**config.mk**
```make
export PLATFORM = sky130hd
export DESIGN_NAME = vga_sync_monitor
export DESIGN_NICKNAME = d
export VERILOG_FILES = /design/src/rtl/vga_sync_monitor.sv
export SDC_FILE = /design/constraint.sdc
export NUM_CORES = 1
export LEC_CHECK = 0
export CAP_MARGIN = 15
export CORE_ASPECT_RATIO = 0.9
export CORE_MARGIN = 1
export CORE_UTILIZATION = 35
export DETAILED_ROUTE_END_ITERATION = 12
export HOLD_SLACK_MARGIN = 0.02
export SYNTH_ARGS = -nofsm -noshare
export SYNTH_HDL_FRONTEND = slang
export SYNTH_SLANG_ARGS = --single-unit
```
**constraint.sdc**
```tcl
create_clock -name clk -period 6.5 [get_ports clk]
set_clock_uncertainty 0.2 [all_clocks]
set_input_delay 0.65 -clock clk [delete_from_list [all_inputs] [get_ports clk]]
set_output_delay 0.65 -clock clk [all_outputs]
set_load 0.005 [all_outputs]
```
**src/rtl/vga_sync_monitor.sv**
```systemverilog
`default_nettype none
// +----------------------------------------------------------------------+
// | Module  : vga_sync_monitor                                           |
// | Brief   : Receive-side VGA monitor. Recovers pixel position from     |
// |           hsync/vsync, checks sync timing, tracks lock and produces  |
// |           a 16-bit per-frame pixel checksum.                         |
// | Rev     : 1.0  initial release                                       |
// +----------------------------------------------------------------------+
module vga_sync_monitor #(
  parameter int H_RES   = 640,
  parameter int H_FP    = 16,
  parameter int H_SYNC  = 96,
  parameter int H_BP    = 48,
  parameter int V_RES   = 480,
  parameter int V_FP    = 10,
  parameter int V_SYNC  = 2,
  parameter int V_BP    = 33,
  parameter int H_POL   = 0,
  parameter int V_POL   = 0,
  parameter int VS_HPOS = 0
) (
  input  logic        clk,
  input  logic        rst_n,
  input  logic        i_hsync,
  input  logic        i_vsync,
  input  logic [5:0]  i_rgb,
  output logic [9:0]  o_sx,
  output logic [9:0]  o_sy,
  output logic        o_de,
  output logic [5:0]  o_rgb_out,
  output logic        o_locked,
  output logic        o_frame_valid,
  output logic [15:0] o_frame_sum,
  output logic [7:0]  o_err_count
);

  localparam int         c_H_TOTAL  = H_RES + H_FP + H_SYNC + H_BP;
  localparam int         c_V_TOTAL  = V_RES + V_FP + V_SYNC + V_BP;
  localparam logic [9:0] c_H_LAST   = 10'(c_H_TOTAL - 1);
  localparam logic [9:0] c_V_LAST   = 10'(c_V_TOTAL - 1);
  localparam logic [9:0] c_H_EXP    = 10'(H_RES + H_FP);
  localparam logic [9:0] c_H_RESYNC = 10'(H_RES + H_FP + 1);
  localparam logic [9:0] c_V_EXP    = 10'(V_RES + V_FP);
  localparam logic [9:0] c_VS_HPOS  = 10'(VS_HPOS);
  localparam logic [9:0] c_H_ACT    = 10'(H_RES);
  localparam logic [9:0] c_V_ACT    = 10'(V_RES);
  localparam logic       c_HS_ON    = (H_POL != 0);
  localparam logic       c_VS_ON    = (V_POL != 0);

  typedef enum logic [1:0] {
    ST_UNLOCKED = 2'd0,
    ST_ACQUIRE  = 2'd1,
    ST_LOCKED   = 2'd2
  } state_t;

  state_t      r_state, w_state_nxt;
  logic        r_hs1, r_hs1_d, r_vs1, r_vs1_d;
  logic [5:0]  r_rgb1;
  logic [9:0]  r_h_pos, r_v_pos, w_h_nxt, w_v_nxt;
  logic        r_clean, w_clean_nxt, w_fv;
  logic [15:0] r_acc, w_acc_add;
  logic [7:0]  r_err_count;

  // Edge, expected-point and error decode on the stage-1 sample.
  logic w_h_edge, w_v_edge, w_h_exp, w_v_exp, w_h_wrap, w_v_wrap;
  logic w_frame_end, w_err, w_active, w_de;
  assign w_h_edge    = (r_hs1 == c_HS_ON) && (r_hs1_d != c_HS_ON);
  assign w_v_edge    = (r_vs1 == c_VS_ON) && (r_vs1_d != c_VS_ON);
  assign w_h_exp     = (r_h_pos == c_H_EXP);
  assign w_v_exp     = (r_v_pos == c_V_EXP) && (r_h_pos == c_VS_HPOS);
  assign w_h_wrap    = (r_h_pos == c_H_LAST);
  assign w_v_wrap    = (r_v_pos == c_V_LAST);
  assign w_frame_end = w_h_wrap && w_v_wrap;
  assign w_err       = (r_state != ST_UNLOCKED) &&
                       ((w_h_edge != w_h_exp) || (w_v_edge != w_v_exp));
  assign w_active    = (r_h_pos < c_H_ACT) && (r_v_pos < c_V_ACT);
  assign w_de        = w_active && (r_state == ST_LOCKED);
  assign w_acc_add   = w_active ? (r_acc + {10'd0, r_rgb1}) : r_acc;
  assign o_locked    = (r_state == ST_LOCKED);
  assign o_err_count = r_err_count;

  // Stage 1: sample the pins and keep the previous sync samples for edge detection.
  always_ff @(posedge clk or negedge rst_n) begin
    if (!rst_n) begin
      r_hs1   <= ~c_HS_ON;
      r_hs1_d <= ~c_HS_ON;
      r_vs1   <= ~c_VS_ON;
      r_vs1_d <= ~c_VS_ON;
      r_rgb1  <= '0;
    end else begin
      r_hs1   <= i_hsync;
      r_hs1_d <= r_hs1;
      r_vs1   <= i_vsync;
      r_vs1_d <= r_vs1;
      r_rgb1  <= i_rgb;
    end
  end

  // Position counters: free-run, but an early or unexpected sync edge pulls them onto the source.
  always_comb begin
    w_h_nxt = r_h_pos + 10'd1;
    if (w_h_edge && !w_h_exp) begin
      w_h_nxt = c_H_RESYNC;
    end else if (w_h_wrap) begin
      w_h_nxt = '0;
    end
    w_v_nxt = r_v_pos;
    if (w_v_edge && !w_v_exp) begin
      w_v_nxt = c_V_EXP;
    end else if (w_h_wrap) begin
      w_v_nxt = w_v_wrap ? 10'd0 : (r_v_pos + 10'd1);
    end
  end

  // Lock FSM next state; the clean flag records an error-free run inside ACQUIRE.
  always_comb begin
    w_state_nxt = r_state;
    w_clean_nxt = r_clean;
    w_fv        = 1'b0;
    case (r_state)
      ST_UNLOCKED: begin
        if (w_v_edge) begin
          w_state_nxt = ST_ACQUIRE;
          w_clean_nxt = 1'b1;
        end
      end
      ST_ACQUIRE: begin
        if (w_err) begin
          w_clean_nxt = 1'b0;
        end
        if (w_frame_end) begin
          if (r_clean && !w_err) begin
            w_state_nxt = ST_LOCKED;
          end
          w_clean_nxt = 1'b1;
        end
      end
      ST_LOCKED: begin
        if (w_err) begin
          w_state_nxt = ST_ACQUIRE;
          w_clean_nxt = 1'b1;
        end else if (w_frame_end) begin
          w_fv = 1'b1;
        end
      end
      default: begin
        w_state_nxt = ST_UNLOCKED;
      end
    endcase
  end

  // State, counters, checksum and error counter registers.
  always_ff @(posedge clk or negedge rst_n) begin
    if (!rst_n) begin
      r_state       <= ST_UNLOCKED;
      r_clean       <= 1'b0;
      r_h_pos       <= '0;
      r_v_pos       <= '0;
      r_acc         <= '0;
      r_err_count   <= '0;
      o_frame_sum   <= '0;
      o_frame_valid <= 1'b0;
    end else begin
      r_state       <= w_state_nxt;
      r_clean       <= w_clean_nxt;
      r_h_pos       <= w_h_nxt;
      r_v_pos       <= w_v_nxt;
      r_acc         <= (w_frame_end || (w_state_nxt != r_state)) ? 16'd0 : w_acc_add;
      o_frame_valid <= w_fv;
      if (w_fv) begin
        o_frame_sum <= w_acc_add;
      end
      if (w_err && (r_err_count != 8'hFF)) begin
        r_err_count <= r_err_count + 8'd1;
      end
    end
  end

  // Stage 2: position, enable and blanked pixel aligned to each other.
  always_ff @(posedge clk or negedge rst_n) begin
    if (!rst_n) begin
      o_sx      <= '0;
      o_sy      <= '0;
      o_de      <= 1'b0;
      o_rgb_out <= '0;
    end else begin
      o_sx      <= r_h_pos;
      o_sy      <= r_v_pos;
      o_de      <= w_de;
      o_rgb_out <= w_de ? r_rgb1 : 6'd0;
    end
  end

endmodule
`default_nettype wire
```
=== Word level (Yosys, flattened, before mapping) ===
Cells that the tools add are included.

* Add/subtract/negate cells: 4
* Reduce and logical (&&, ||, !) cells: 22
* Equal/unequal tests: 13
* Bitwise logic cells: 2
* Order comparisons: 2
* Multiplexer cells: 21

{| class="wikitable"
|+ Operators by type and width
! cell !! count
|-
| 10-bit 2-to-1 mux || 5
|-
| 16-bit 2-to-1 mux || 2
|-
| 10-bit == test, second input constant || 3
|-
| 10-bit by 1-bit adder with 10-bit output, second input constant || 2
|-
| 16-bit by 6-bit adder with 16-bit output || 1
|-
| 1-bit logical AND || 11
|-
| 10-bit by 9-bit == test with 1-bit output, second input constant || 1
|-
| 10-bit logical NOT || 1
|-
| 10-bit less-than comparator, second input constant || 1
|-
| 10-bit by 9-bit less-than comparator with 1-bit output, second input constant || 1
|-
| 8-bit by 1-bit adder with 8-bit output, second input constant || 1
|-
| 2-bit 2-to-1 mux || 4
|-
| 8-bit inequality test, second input constant || 1
|-
| 1-bit 2-to-1 mux || 7
|-
| 6-bit 2-to-1 mux || 1
|-
| 2-bit case mux with 3 select lines || 1
|-
| 4-bit AND reduction || 1
|-
| 2-bit nonzero test || 2
|-
| 1-bit logical NOT || 3
|-
| 3-bit inequality test, second input constant || 1
|-
| 1-bit case mux with 3 select lines || 1
|-
| 3-bit nonzero test || 1
|-
| 2-bit by 1-bit == test with 1-bit output, second input constant || 1
|-
| 2-bit == test, second input constant || 1
|-
| other kinds (7) || 10
|}

* Register bits after elaboration: 101
* Output and inout port bits: 53

=== Logic depth before layout (Yosys ltp) ===
* Depth in word-level cells: 13
* Mapped depth: 13
* Mapped depth without buffers: 11

=== Least setup slack after synthesis ===
Ideal clock, no wire load.

* Path kind: flip-flop to flip-flop
* From: register r_h_pos[0]
* To: register o_frame_sum[5]
* Stages on the path, launching flop included: 12
* Path slack: 3.562 ns
* Setup time: 0.125 ns
* Data required time: 6.175 ns
* Arrival time: 2.614 ns
* Buffers on the path: 1
* Cell sequence: dfrtp_1 -> inv_1 -> ha_1 -> or4b_2 -> nor3_1 -> nand4_1 -> ha_1 -> nand2_1 -> nor2_1 -> and3_1 -> buf_6 -> mux2_2

* Longest elaborated chain between the ends: 7
* Elaborated cells on any way between the ends: 15

{| class="wikitable"
|+ RTL lines
! item !! line !! source
|-
| start: declaration || 59 || <nowiki>logic [9:0] r_h_pos, r_v_pos, w_h_nxt, w_v_nxt;</nowiki>
|-
| start signal: assignment || 166 || <nowiki>r_h_pos <= w_h_nxt;</nowiki>
|-
| branches (longest 7 deep; another with 10-bit less-than comparator) || - ||
|-
| end signal: assignment || 171 || <nowiki>o_frame_sum <= w_acc_add;</nowiki>
|-
| end: declaration || 33 || <nowiki>output logic [15:0] o_frame_sum,</nowiki>
|}

Parallel ways; which one is timed is not known.
A chain may end at the register's enable or synchronous reset.

=== Worst setup path in the final report ===
Ends and elaborated chain as after synthesis.

==> reports/qor.yml <==
globalplace.congestion: 0.778
timing_max_transition_violations_final: 0
fp.dieArea_sq_um: 13000
drt_pre_antenna_iters: 4
drt-total-wl_mm: 8.28
gr-usage-all-layers_pct: 14.0
start_util_pct: 36.2
cts_resized: 0
vertical_die_dimension_um: 108
pin_count_of_the_biggest_net_entering_global_routing: 54
placed_cell_area_sq_um: 5110
timing.critical_path.buf_inv: 2
finalCritPeriodShare_pct: 54.1
dp.cells: 578
hp-class: "in2async"
design.core.area_sq_um: 12100
drt-vias-per-instance: 4.84
placement_rows: 38
finalSetupViolCount: 0
layout-drive-gt1-share_pct: 12.0
clk-insertion-delay-late_ps: 340
layout_commonest_cell: "sky130_fd_sc_hd__dfrtp_1"
synth-edff-count: 0
seq_area_frac_synth_pct: 57.7
r2r_end: "o_frame_sum[5]"
final_cell_count_no_fill: 594
asyncSetResetFlopFracSynth_pct: 100
most-common-layout-cells: "97 x sky130_fd_sc_hd__dfrtp_1, 61 x sky130_fd_sc_hd__clkdlybuf4s50_1, 45 x sky130_fd_sc_hd__nor2_1"
power_per_cell_area_nw_per_um2: 307
timing.critical_path.cells: "inv_1 > ha_1 > or4b_2 > nor3_1 > nand4_1 > ha_1 > nand2_1 > nor2_1 > and3_1 > buf_4 > mux2_2"
diodes: 0
worstMarginPinSlew_ps: 872
number_of_buffers_inserted_during_clock_tree_synthesis: 9
finalHoldViolCount: 0
first_global_vias: 2843
yosys_warnings: 0
synth_fp_nets: 392
crit_path_capture_type: "register"
ff2ff_path_depth: 11
final_design_area_no_fill_sq_um: 5410
number_of_hold_buffers_added_after_cts: 0
clockRootBuffer: "sky130_fd_sc_hd__clkbuf_16"
aggregate_global_routing_overflow: 0
die_w_um: 120
synth-seq-cells: 101
critPathMaxFanout: 31
category_of_cells_accounting_for_the_largest_share_of_critical_path_delay: "simple AND/OR/NAND/NOR gates"
timing.rr.start: "r_h_pos[0]"
worst-endpoint-required_ps: 6530
drt-initial-drc-count: 139
postSynthCellCount: 367
finalNetCount: 454
cts_htree_levels: 3
status: "complete, no violations"
ant_nets: 0
port_buffers: 62
ys_types: 57
half_perimeter_wire_length_after_placement_mm: 5.84
synth.avg_cell_area_sq_um: 12.0
slowest_delay_ps: 590
area_overhead_vs_synth_pct: 23.3
timing.critical_path.mode_cell: "sky130_fd_sc_hd__ha_1"
startpoint_type: "register"
final.hold.worst_slack_ps: 132
rsz_0062_raised_after_global_routing: "false"
timing.critical_path.arrival_ps: 3550
io-pin-count: 63
crit_slowest_cell: "sky130_fd_sc_hd__or4b_2"
worst-path-stages: 11
timing.reg2reg.setup_slack_ps: 2990
avgRoutedWirePerCell_um: 13.9
cts.sinks: 101
irDropWorstVdd_mv: 0.161
period_minus_ws_final_ps: 3510
fmax_mhz: 285
worstSetupPathType: "reg2reg"
tritoncts: "done"
post_synth_instance_area_sq_um: 4390
route.detailed.drc: 0
routed_via_count: 2876
setup_total_negative_slack_ps: 0
post-cts-setup-buffers: 0
first_pass_grt_wire_length_mm: 14.1
total_leakage_power_nw: 2.35
relative_max_transition_margin_pct: 41.6
clock_path_buffers: 2
clk_pin_slew_ps: 70
synth_top_flop_cell: "sky130_fd_sc_hd__dfrtp_1"
grt_antenna_before_repair: 0
cap_viol_max_count: 0
cell type report:
type	count	area (sq um)
well taps	160	200
clock inverters	5	57.6
repair buffers	64	633
multi-input cells	244	1710
clock buffers	11	243
fillers	1129	6710
flip-flops and latches	101	2530
inverters	9	33.8
Yosys cell counts (all sizes together) (3+ instances only):
library cell	instances	area, sq um
dfrtp	97	2430
nand3	11	60.1
mux2i	5	50.1
a21o	6	45.0
ha	14	175
and4	4	36.3
and2	3	18.8
clkbuf	3	11.3
nor3b	3	32.5
nand2b	3	18.8
a21oi	24	173
xor2	15	131
a31oi	4	25.0
o21bai	3	22.5
nor3	15	85.1
o2111ai	3	26.3
nand2	12	45.0
nor2	46	175
inv	9	33.8
nand4	9	56.3
buf	10	98.8
dfstp	4	105
o21ai	4	20.0
and3	15	93.8
xnor2	16	140
metrics by stage:
step	setup slack, ps	power [mW]	utilization, %
2_1_floorplan	3560	0.995	-
3_3_place_gp	3140	1.13	42.1
3_5_place_dp	3000	1.14	42.1
4_1_cts	2980	1.69	44.6
5_1_grt	2790	1.76	44.6
6_report	2990	1.66	44.6
logic make-up after synthesis:
logic type	after synthesis	share of synthesized area (%)
muxes	7	1.65
DFF	101	57.7
xor gates and xnor gates	31	6.19
buffers and inverters	22	3.28
and+or+nand+nor	134	16.8
adders and majority gates	15	4.45
AOI/OAI and AO/OA	57	9.87
state kept, by name, summed over array words and instances (netlist names), 6 cells and up:
register     count
r_v_pos         10
r_h_pos         10
o_frame_sum     16
o_sx            10
r_rgb1           6
o_sy            10
o_rgb_out        6
o_err_count      8
r_acc           16
how the worst max path moves through the flow:
| stage | from | endpoint | slack (ps) |
|---|---|---|---|
| floorplan | r_h_pos[0] | o_frame_sum[5] | 3560 |
| global placement | r_h_pos[0] | o_frame_sum[5] | 3140 |
| detailed placement | r_h_pos[0] | o_frame_sum[5] | 3000 |
| CTS | r_h_pos[0] | o_frame_sum[5] | 2980 |
| global route | r_h_pos[0] | o_frame_sum[5] | 2790 |
| finish | r_h_pos[0] | o_frame_sum[5] | 2990 |
power breakdown:
part           internal (mW)  leakage (nW)  switching [mW]  total (mW)
Clock                  0.310         0.150           0.222       0.532
Sequential             0.706          1.25          0.0757       0.782
Combinational          0.177         0.949           0.169       0.346
Total                   1.19          2.35           0.467        1.66
per-layer routing:
metal,part of all wire (%),vias to the layer above,wire [um],global-route usage (%)
met5,0,-,0,0
met4,1.8,0,145,5.98
met3,4.0,10,330,3.59
met2,45,54,3690,20.8
met1,50,1404,4110,19.4
li1,-,1408,-,-
(Power assumes the default switching activity.)
